File: src/rtl/eq_band_mixer.sv
// rtl/eq_band_mixer.sv - five-band gain mixer with a single shared multiplier
// Snapshots band outputs a fixed latency after the sample strobe and emits a rounded, saturated sum.
module eq_band_mixer #(
    parameter int N_BAND    = 5,
    parameter int BAND_LAT  = 10,
    parameter int GAIN_FRAC = 6
) (
    input  logic                   clk,
    input  logic                   rst,
    input  logic                   new_data,
    input  logic [N_BAND*16-1:0]   band_y,
    input  logic [N_BAND*8-1:0]    gain,
    output logic [15:0]            y_out,
    output logic                   y_valid,
    output logic                   busy,
    output logic                   overrun
);

    localparam int CW = $clog2(BAND_LAT + 1);
    localparam int IW = $clog2(N_BAND);
    localparam logic signed [27:0] RND_HALF = 28'sd1 <<< (GAIN_FRAC - 1);
    localparam logic signed [27:0] SAT_MAX  = 28'sd32767;
    localparam logic signed [27:0] SAT_MIN  = -28'sd32768;

    typedef enum logic [1:0] {
        S_IDLE,
        S_WAIT,
        S_MAC,
        S_OUT
    } state_t;

    state_t state, state_nxt;

    logic [CW-1:0]      wait_cnt;
    logic [IW-1:0]      idx;
    logic signed [15:0] band_q [N_BAND];
    logic [7:0]         gain_q [N_BAND];
    logic signed [27:0] acc;
    logic signed [24:0] prod;
    logic signed [27:0] acc_rnd;
    logic signed [27:0] acc_shf;
    logic [15:0]        y_sat;

    always_ff @(posedge clk or posedge rst) begin
        if (rst) begin
            state <= S_IDLE;
        end else begin
            state <= state_nxt;
        end
    end

    always_comb begin
        state_nxt = state;
        case (state)
            S_IDLE: if (new_data) state_nxt = S_WAIT;
            S_WAIT: if (wait_cnt == '0) state_nxt = S_MAC;
            S_MAC:  if (idx == IW'(N_BAND - 1)) state_nxt = S_OUT;
            S_OUT:  state_nxt = S_IDLE;
            default: state_nxt = S_IDLE;
        endcase
    end

    assign busy = (state != S_IDLE);

    // Gain is zero-extended to 9 bits so the product stays a plain signed multiply.
    assign prod    = 25'(band_q[idx]) * 25'($signed({1'b0, gain_q[idx]}));
    assign acc_rnd = acc + RND_HALF;
    assign acc_shf = acc_rnd >>> GAIN_FRAC;

    always_comb begin
        y_sat = acc_shf[15:0];
        if (acc_shf > SAT_MAX) begin
            y_sat = 16'h7fff;
        end else if (acc_shf < SAT_MIN) begin
            y_sat = 16'h8000;
        end
    end

    always_ff @(posedge clk or posedge rst) begin
        if (rst) begin
            wait_cnt <= '0;
            idx      <= '0;
            acc      <= '0;
            y_out    <= '0;
            y_valid  <= 1'b0;
            overrun  <= 1'b0;
            for (int k = 0; k < N_BAND; k++) begin
                band_q[k] <= '0;
                gain_q[k] <= '0;
            end
        end else begin
            y_valid <= 1'b0;
            overrun <= new_data && (state != S_IDLE);
            case (state)
                S_IDLE: begin
                    if (new_data) begin
                        wait_cnt <= CW'(BAND_LAT - 1);
                        for (int k = 0; k < N_BAND; k++) begin
                            gain_q[k] <= gain[8*k +: 8];
                        end
                    end
                end
                S_WAIT: begin
                    if (wait_cnt == '0) begin
                        acc <= '0;
                        idx <= '0;
                        for (int k = 0; k < N_BAND; k++) begin
                            band_q[k] <= band_y[16*k +: 16];
                        end
                    end else begin
                        wait_cnt <= wait_cnt - CW'(1);
                    end
                end
                S_MAC: begin
                    acc <= acc + 28'(prod);
                    idx <= idx + IW'(1);
                end
                S_OUT: begin
                    y_out   <= y_sat;
                    y_valid <= 1'b1;
                end
                default: ;
            endcase
        end
    end

endmodule

File: config.mk
export PLATFORM = sky130hd
export DESIGN_NAME = eq_band_mixer
export DESIGN_NICKNAME = d
export VERILOG_FILES = /design/src/rtl/eq_band_mixer.sv
export SDC_FILE = /design/constraint.sdc
export NUM_CORES = 1
export LEC_CHECK = 0
export CAP_MARGIN = 20
export CORE_MARGIN = 2
export CORE_UTILIZATION = 59
export CTS_CLUSTER_DIAMETER = 100
export DETAILED_ROUTE_END_ITERATION = 10
export PLACE_DENSITY_LB_ADDON = 0.05
export SYNTH_ARGS = -nofsm -noshare
export SYNTH_HDL_FRONTEND = slang
export SYNTH_SLANG_ARGS = --single-unit
export TNS_END_PERCENT = 5
File: constraint.sdc
create_clock -name clk -period 16.83 [get_ports clk]
set_clock_uncertainty 0.05 [all_clocks]
set_input_delay 1.683 -clock clk [delete_from_list [all_inputs] [get_ports clk]]
set_output_delay 1.683 -clock clk [all_outputs]
set_load 0.02 [all_outputs]
# Word level (Yosys, flattened, before mapping)
# Index checks and enable logic that the tools add are counted.
# Widths: inputs -> output; s select.
totals:
  reg_bits: 175
  word_cells: 65
classes:
  add_sub_neg: 4
  mul: 1
  magnitude_cmp: 3
  n_eq_ne: 8
  mux: 20
  bitwise: 1
  n_reduce_logical: 11
ops:
  columns: ["cell", "count"]
  rows:
  - ["$mux 16", 4]
  - ["$pmux 28 s2", 1]
  - ["$bmux 16 s3", 1]
  - ["$add 28x25->28", 1]
  - ["$add 28x7->28 const B", 1]
  - ["$mux 28", 1]
  - ["$mul 16x9->25", 1]
  - ["$bmux 8 s3", 1]
  - ["$gt 22x16->1 const B", 1]
  - ["$lt 22x16->1 const B", 1]
  - ["$mux 8", 2]
  - ["$mux 4", 2]
  - ["$ne 2x2->1 const B", 4]
  - ["$pmux 2 s4", 1]
  - ["$pmux 4 s2", 1]
  - ["$mux 2", 3]
  - ["$pmux 3 s2", 1]
  - ["$reduce_and 2->1", 3]
  - ["$reduce_and 3->1", 2]
  - ["$reduce_bool 2->1", 3]
  - ["$eq 2x2->1 const B", 2]
  - ["$ge 4x4->1 const B", 1]
  - ["$logic_not 4->1", 1]
  - ["$not 3->4", 1]
  - ["8 further kinds", 8]

# Depth between registers and ports, before layout
# Gate-level depths: netlist (run 1).
depth:
  word_depth: 7
  mapped_depth: 26

# Least setup slack after synthesis (run 1)
# Ideal clock, no wire load.
synth_path:
  path_type: "flip-flop to flip-flop"
  startpoint: "register idx[0]"
  endpoint: "register acc[25]"
  setup_ns: 0.125
  arrival_time_ns: 6.737
  required_ns: 16.655
  slack_ns: 9.918
  stages_incl_launch_ff: 24
  n_path_buf: 4
  period_less_slack_ns: 6.912
  cell_sequence: "dfrtp_1 -> buf_2 -> clkbuf_1 -> clkbuf_1 -> buf_2 -> mux2i_1 -> o22a_1 -> nor2_1 -> fa_1 -> fa_1 -> fa_1 -> fa_1 -> inv_1 -> fa_1 -> inv_1 -> ha_1 -> a21o_1 -> a21oi_1 -> o21ai_0 -> a31oi_1 -> a21boi_0 -> a21boi_0 -> a21oi_1 -> mux2_2"
synth_via:
  elab_chain_len: 7
  elab_cells_between_ends: 10
  cone_classes: "add/sub (1); mul (1); mux (7); bitwise (1)"
synth_rtl:
  columns: ["element", "line", "source"]
  rows:
  - ["start: declaration", "35", "logic [IW-1:0] idx;"]
  - ["start signal: assignment", "116", "idx <= idx + IW'(1);"]
  - ["$not 3->4 (not written as such) *", "66", "assign prod = 25'(band_q[idx]) * 25'($signed({1'b0, gain_q[idx]}));"]
  - ["$bmux 16 s3 / $bmux 8 s3 (equally long branches)", "66", null]
  - ["$mux 16 (not written as such) / $mux 8 (equally long branches) (2 in a row)", "66", null]
  - ["$mul 16x9->25 *", "66", null]
  - ["$add 28x25->28 *", "115", "acc <= acc + 28'(prod);"]
  - ["$pmux 28 s2 *", "94", "case (state)"]
  - ["end signal: assignment", "115", null]
  - ["end: declaration", "38", "logic signed [27:0] acc;"]
# Mark *: on every way between the ends. The rest lies on a longest branch, timed or not. The select of a mux whose other input is x is not followed.
# A chain may end at the register's enable or synchronous reset.

# Worst setup path in the final report (run 1)
layout_path:
  startpoint: "register idx[0]"
  endpoint: "register acc[27]"
# Same word-level chain as after synthesis.

==> results of run 1 <==
metal layers:
metal	track usage [%]	vias to the layer above	routed length [um]
met1	36.10	4671	13620
met4	6.772	0	417
met5	0	-	0
li1	-	4613	-
met2	37.74	223	12720
met3	5.123	28	1695
sequential cells by signal (all words and copies together) (netlist names):
| name | flops |
|---|---|
| band_q | 80 |
| gain_q | 40 |
| acc | 28 |
| y_out | 16 |
| wait_cnt | 4 |
| idx | 3 |
| state | 2 |
| overrun | 1 |
| y_valid | 1 |
worst max path at each step:
stage,start,endpoint,slack [ns],cells past startpoint
after CTS,idx[0]$_DFFE_PP0P_,acc[27]$_DFFE_PP0P_,9.47,26
after global placement,idx[0]$_DFFE_PP0P_,acc[25]$_DFFE_PP0P_,9.11,23
after detailed placement,idx[0]$_DFFE_PP0P_,acc[27]$_DFFE_PP0P_,9.52,26
after global routing,idx[0]$_DFFE_PP0P_,acc[27]$_DFFE_PP0P_,8.93,26
final,idx[0]$_DFFE_PP0P_,acc[27]$_DFFE_PP0P_,9.44,26
after floorplan,idx[0]$_DFFE_PP0P_,acc[25]$_DFFE_PP0P_,9.92,23
cell usage in the layout (no fill, tap or decap), drive strengths merged, types with 8 or more instances in the layout:
| cell type | Yosys | final |
|---|---|---|
| nand2b | 18 | 18 |
| o22a | 12 | 12 |
| nand2 | 71 | 71 |
| a31oi | 10 | 10 |
| and3 | 8 | 8 |
| fa | 128 | 128 |
| mux2 | 121 | 121 |
| o21ai | 30 | 30 |
| xor2 | 16 | 16 |
| dfrtp | 175 | 175 |
| xnor2 | 22 | 22 |
| clkbuf | 44 | 18 |
| ha | 71 | 71 |
| a21oi | 41 | 41 |
| nor2b | 30 | 30 |
| nand3 | 16 | 16 |
| inv | 207 | 215 |
| o22ai | 30 | 30 |
| a311o | 16 | 16 |
| buf | 5 | 17 |
| clkdlybuf4s50 | 0 | 141 |
| nor2 | 112 | 112 |
| mux2i | 38 | 38 |
per-stage QoR:
| step | area (um^2) | worst slack [ns] | util [%] |
|---|---|---|---|
| final | 16040 | 9.441 | 70.61 |
| after global routing | 16040 | 8.935 | 70.61 |
| after CTS | 16040 | 9.474 | 70.61 |
| after detailed placement | 15420 | 9.521 | 67.88 |
| after global placement | 15410 | 9.112 | 67.85 |
| after floorplan | 13710 | 9.918 | - |
worst reg2reg max path: stages, from the launching register on:
cell and delay, ns:
dfrtp_2 0.40, buf_4 0.32, inv_1 0.16, nor2_1 0.10
buf_4 0.24, nand2_1 0.07, o21ai_0 0.07, a21oi_1 0.67
nor2_1 0.14, fa_1 0.56, inv_1 0.05, fa_1 0.47
inv_1 0.05, fa_1 0.50, fa_1 0.54, inv_1 0.05
fa_1 0.50, inv_1 0.05, ha_1 0.37, a21oi_1 0.13
a21boi_0 0.23, o21ai_0 0.13, a31oi_1 0.36, a21boi_0 0.20
a21boi_0 0.41, nand2_1 0.11, a311o_1 0.34
cell families after synthesis:
logic type / synth area share (%)
AND/OR/NAND/NOR: 9.944
AO/OA/AOI/OAI: 9.488
adder cells (fa/ha/maj): 25.16
buffers and inverters: 7.189
XOR/XNOR: 2.427
multiplexers: 13.86
flip-flops: 31.93
final cells by class:
type,instances,area [um^2],area share [%]
Timing Repair Buffer,158,1539,9.597
Tap cell,285,356.6,2.224
Clock inverter,14,180.2,1.124
Inverter,208,785.8,4.900
Multi-Input combinational cell,881,8354,52.10
Sequential cell,175,4380,27.32
Clock buffer,18,439.2,2.739
==> results_dict.tcl, run 1 <==
set metrics [dict create \
    status "completed" \
    grt_max_degree 106 \
    start_util_pct 60.39 \
    n_antenna_cell 0 \
    dpl.hpwl_um 21750 \
    crit_slowest_cell "a21oi_1" \
    cts_tree "built" \
    cp_max_fo 46 \
    path_class "flip-flop to flip-flop" \
    core-area_mm2 0.02271 \
    min_period_over_period_pct 43.91 \
    crit_required_ns 17.11 \
    numCtsBuffers 17 \
    drive_gt1_share_pct 13.76 \
    io_pins 142 \
    crit_family "adder cells" \
    clkLatencyLatePin_ns 0.44 \
    netlist_area_mm2 0.01371 \
    nets 1763 \
    synth_seq_cells 175 \
    postSynthNetCount 1636 \
    synth_area_leaders "dfrtp_1, fa_1, mux2_2, ha_1, inv_1" \
    hold_ws_ns 0.4338 \
    gp_congestion 0.8709 \
    yosys_warnings 0 \
    slowest_delay_ns 0.67 \
    first_pass_iters 5 \
    io_buffers 141 \
    antenna_found_initial 0 \
    syn_inst 1314 \
    slew_viol_final 0 \
    async_flop_share_pct 100.0 \
    r2r_start "idx[0]$_DFFE_PP0P_" \
    avgSynthCellArea_um2 10.44 \
    hold_path_startpoint "y_out[15]$_DFFE_PP0P_" \
    htree_levels 4 \
    fin_tns_setup_ns 0 \
    fmax_mhz 135.3 \
    dp_cells 1707 \
    startpoint_type "flip-flop" \
    totalWireLength_um 28460 \
    die_area_mm2 0.02448 \
    hold_violations 0 \
    die_y_um 156.5 \
    drtIter0Drc 384 \
    cap_viol_max_count 0 \
    finalSetupViolations 0 \
    tightest_slew_ns 1.102 \
    worstHoldEndpoint "y_out[15]$_DFFE_PP0P_" \
    post-route-min-period_ns 7.389 \
    grt_pass1_wl_um 47820 \
    num_rows 55 \
    synth_common_cells "inv_1, dfrtp_1, fa_1" \
    dieWidth_um 156.5 \
    ys.flop_type "dfrtp_1" \
    root_buffer "clkbuf_16" \
    wire_per_inst_um 16.37 \
    fill_cells 1739 \
    grt_pass1_vias 9673 \
    drc_errors 0 \
    vias 9535 \
    worst_hold_path.num_cells 1 \
    postCtsHoldBufs 0 \
    area_growth_pct 16.92 \
    rsz0062_at_grt "no" \
    cts.path.max_buffers 2 \
    instances_no_fill 1739 \
    grtUsageTotal_pct 24.70 \
    yosysSeqAreaShare_pct 31.93 \
    ff2ff_setup_slack_ns 9.44 \
    cts_resized 0 \
    cp-end-kind "flip-flop" \
    overflow 0 \
    arrival_ns 7.67 \
    r2r_cells 26 \
    clkSlewWorstSetupHoldPaths_ns 0.09 \
    slew_headroom_pct 26.50 \
    drtAntennaViolNets 0 \
    synth_area_leader_cell "dfrtp_1" \
    cts_setup_buffers 0 \
    synth_top_area_share_pct 31.93 \
    synth-edff-count 0 \
    vias_per_cell 5.483 \
    hp-class "flip-flop to flip-flop" \
    synthDistinctLibCells 63 \
    reg2reg_to "acc[27]$_DFFE_PP0P_" \
    synth_most_common_cell "inv_1" \
    clkSinkCount 175 \
    cp_num_buf_inv 7 \
]
Power of run 1 is not shown: default switching activity piles up to over one toggle a cycle in this logic, so the estimate is an artifact.
==> run 2: changes to the inputs <==
- clock period: 16.83 -> 7.5 ns (I/O delays scaled with it)
==> run 2 against run 1 <==
  * Worst hold slack improved by 0.0056 ns
  * Global-route usage rose by 0.21 points
  * Critical endpoint unchanged
  * Flip-flop and latch count did not move
  * Sequential share of layout area fell by 0.053 points
==> results_dict.tcl, run 2 (synthesis results as in run 1) <==
set metrics [dict create \
    die_y_um 156.5 \
    top_register "band_q" \
    worst_hold_path.num_cells 1 \
    hold_ws_ns 0.4394 \
    start_util_pct 60.39 \
    slowest_delay_ns 0.58 \
    path_class "flip-flop to flip-flop" \
    place_area_mm2 0.01545 \
    met2_length_um 13180 \
    htree_levels 4 \
    grt_pass1_wl_um 48090 \
    finalSetupViolations 0 \
    min_period_over_period_pct 92.54 \
    r2r_cells 23 \
    tightest_slew_ns 1.121 \
    dpl.hpwl_um 22360 \
    status "completed" \
    final_common_cell "inv_1" \
    stdcell_area_mm2 0.01607 \
    dpl_worst_slack_ns 0.4521 \
    drtAntennaViolNets 0 \
    n_antenna_cell 0 \
    root_buffer "clkbuf_16" \
    wl_met1_um 13990 \
    antenna_found_initial 0 \
    overflow 0 \
    cp_max_fo 16 \
    fin_tns_setup_ns 0 \
    crit_required_ns 7.77 \
    num_rows 55 \
    hp-class "flip-flop to flip-flop" \
    mostFrequentLayoutCells "inv_1, dfrtp_1, clkdlybuf4s50_1" \
    arrival_ns 7.21 \
    path_cells "mux4_2, nor2b_1, a31oi_1, buf_4, nor2_1, fa_1, inv_1, fa_1, inv_1, fa_1, fa_1, inv_1, fa_1, inv_1, ha_1, a21oi_1, a21boi_0, o21ai_0, a31oi_1, a21boi_0, a21boi_0, nand2_1, a311o_1" \
    layout_setup_ws_ns 0.5598 \
    clkLatencyLatePin_ns 0.44 \
    wire_per_inst_um 16.49 \
    dieWidth_um 156.5 \
    rsz0062_at_grt "no" \
    startpoint_type "flip-flop" \
    cts_tree "built" \
    post-route-min-period_ns 6.940 \
    die_area_mm2 0.02448 \
    wl_met3_um 1282 \
    path_common_cell "fa_1" \
    io_buffers 141 \
    hold_violations 0 \
    core-area_mm2 0.02271 \
    cp-end-kind "flip-flop" \
    drive_gt1_share_pct 13.98 \
    largest_reg_flops 80 \
    drc_errors 0 \
    first_pass_iters 5 \
    slew_viol_final 0 \
    gp_congestion 0.8839 \
    crit_slowest_cell "dfrtp_2" \
    numCtsBuffers 17 \
    fmax_mhz 144.1 \
    clkSinkCount 175 \
    cts_setup_buffers 0 \
    totalWireLength_um 28760 \
    reg_top3 "band_q x80, gain_q x40, acc x28" \
    cts.path.max_buffers 2 \
    io_pins 142 \
    grt_max_degree 103 \
    vias 9664 \
    highest_layer "met4" \
    vias_per_cell 5.541 \
    grtUsageTotal_pct 24.91 \
    drtIter0Drc 467 \
    slew_headroom_pct 25.24 \
    cap_viol_max_count 0 \
    clkSlewWorstSetupHoldPaths_ns 0.08 \
    grt_pass1_vias 9633 \
    area_growth_pct 17.15 \
    nets 1768 \
]
[run 2: cell types whose count changed in the layout (fill, tap and decap cells not counted)]
cell / change
buf_4: +3
buf_6: +1
clkbuf_1: +1
clkbuf_16: +1
clkbuf_8: -1
clkinv_4: +2
clkinv_8: -1
inv_12: -2
inv_6: -1
inv_8: +2
[run 2: timing repair]
action / CTS / global route
setup endpoints to repair: 0 / 2
hold buffers: 0 / 0
resized for setup: 0 / 1
[run 2: final cells by class]
cell class,instances,area [um^2]
repair buffers,163,1598
multi-input cells,881,8354
clock inverters,14,162.7
flip-flops and latches,175,4380
fillers,1699,6643
clock buffers,18,429.2
well taps,285,356.6
inverters,208,785.8
[run 2: metal layers]
metal  vias up  global-route usage [%]
li1       4619                       -
met1      4784                   36.63
met2       240                   39.69
met3        21                   3.406
met4         0                   5.767
met5         -                       0
[run 2: path summary, 6_finish.rpt]
path / from / end / slack, ns
min in group asynchronous: rst / gain_q[19]$_DFFE_PP0P_ / 0.79
worst min register to register: y_out[15]$_DFFE_PP0P_ / y_out[15]$_DFFE_PP0P_ / 0.44
worst min-delay path: y_out[15]$_DFFE_PP0P_ / y_out[15]$_DFFE_PP0P_ / 0.44
worst max-delay path: idx[0]$_DFFE_PP0P_ / acc[27]$_DFFE_PP0P_ / 0.56
worst max register to register: idx[0]$_DFFE_PP0P_ / acc[27]$_DFFE_PP0P_ / 0.56
max in group asynchronous: rst / idx[0]$_DFFE_PP0P_ / 5.04
[run 2: critical path, delay by kind of cell (launching register included)]
family	cells	cell delay [ns]
AO/OA/AOI/OAI	8	1.94
adder cells (fa/ha/maj)	6	2.88
buffers and inverters	5	0.45
flip-flops	1	0.58
multiplexers	1	0.56
AND/OR/NAND/NOR	3	0.35
[run 2: metrics by stage]
step / cells / util, %
after floorplan: 1314 / -
after global placement: 1711 / 68.02
after detailed placement: 1711 / 68.02
after CTS: 1743 / 70.62
after global routing: 1744 / 70.75
final: 1744 / 70.75
Power of run 2 is left out for the same reason.
==> run 3: changes to the inputs <==
- CTS_CLUSTER_DIAMETER: 100 -> default
==> results of run 3 <==
Final layout, timing and power as in run 2 (identical DEF).
Power of run 3 is left out for the same reason.
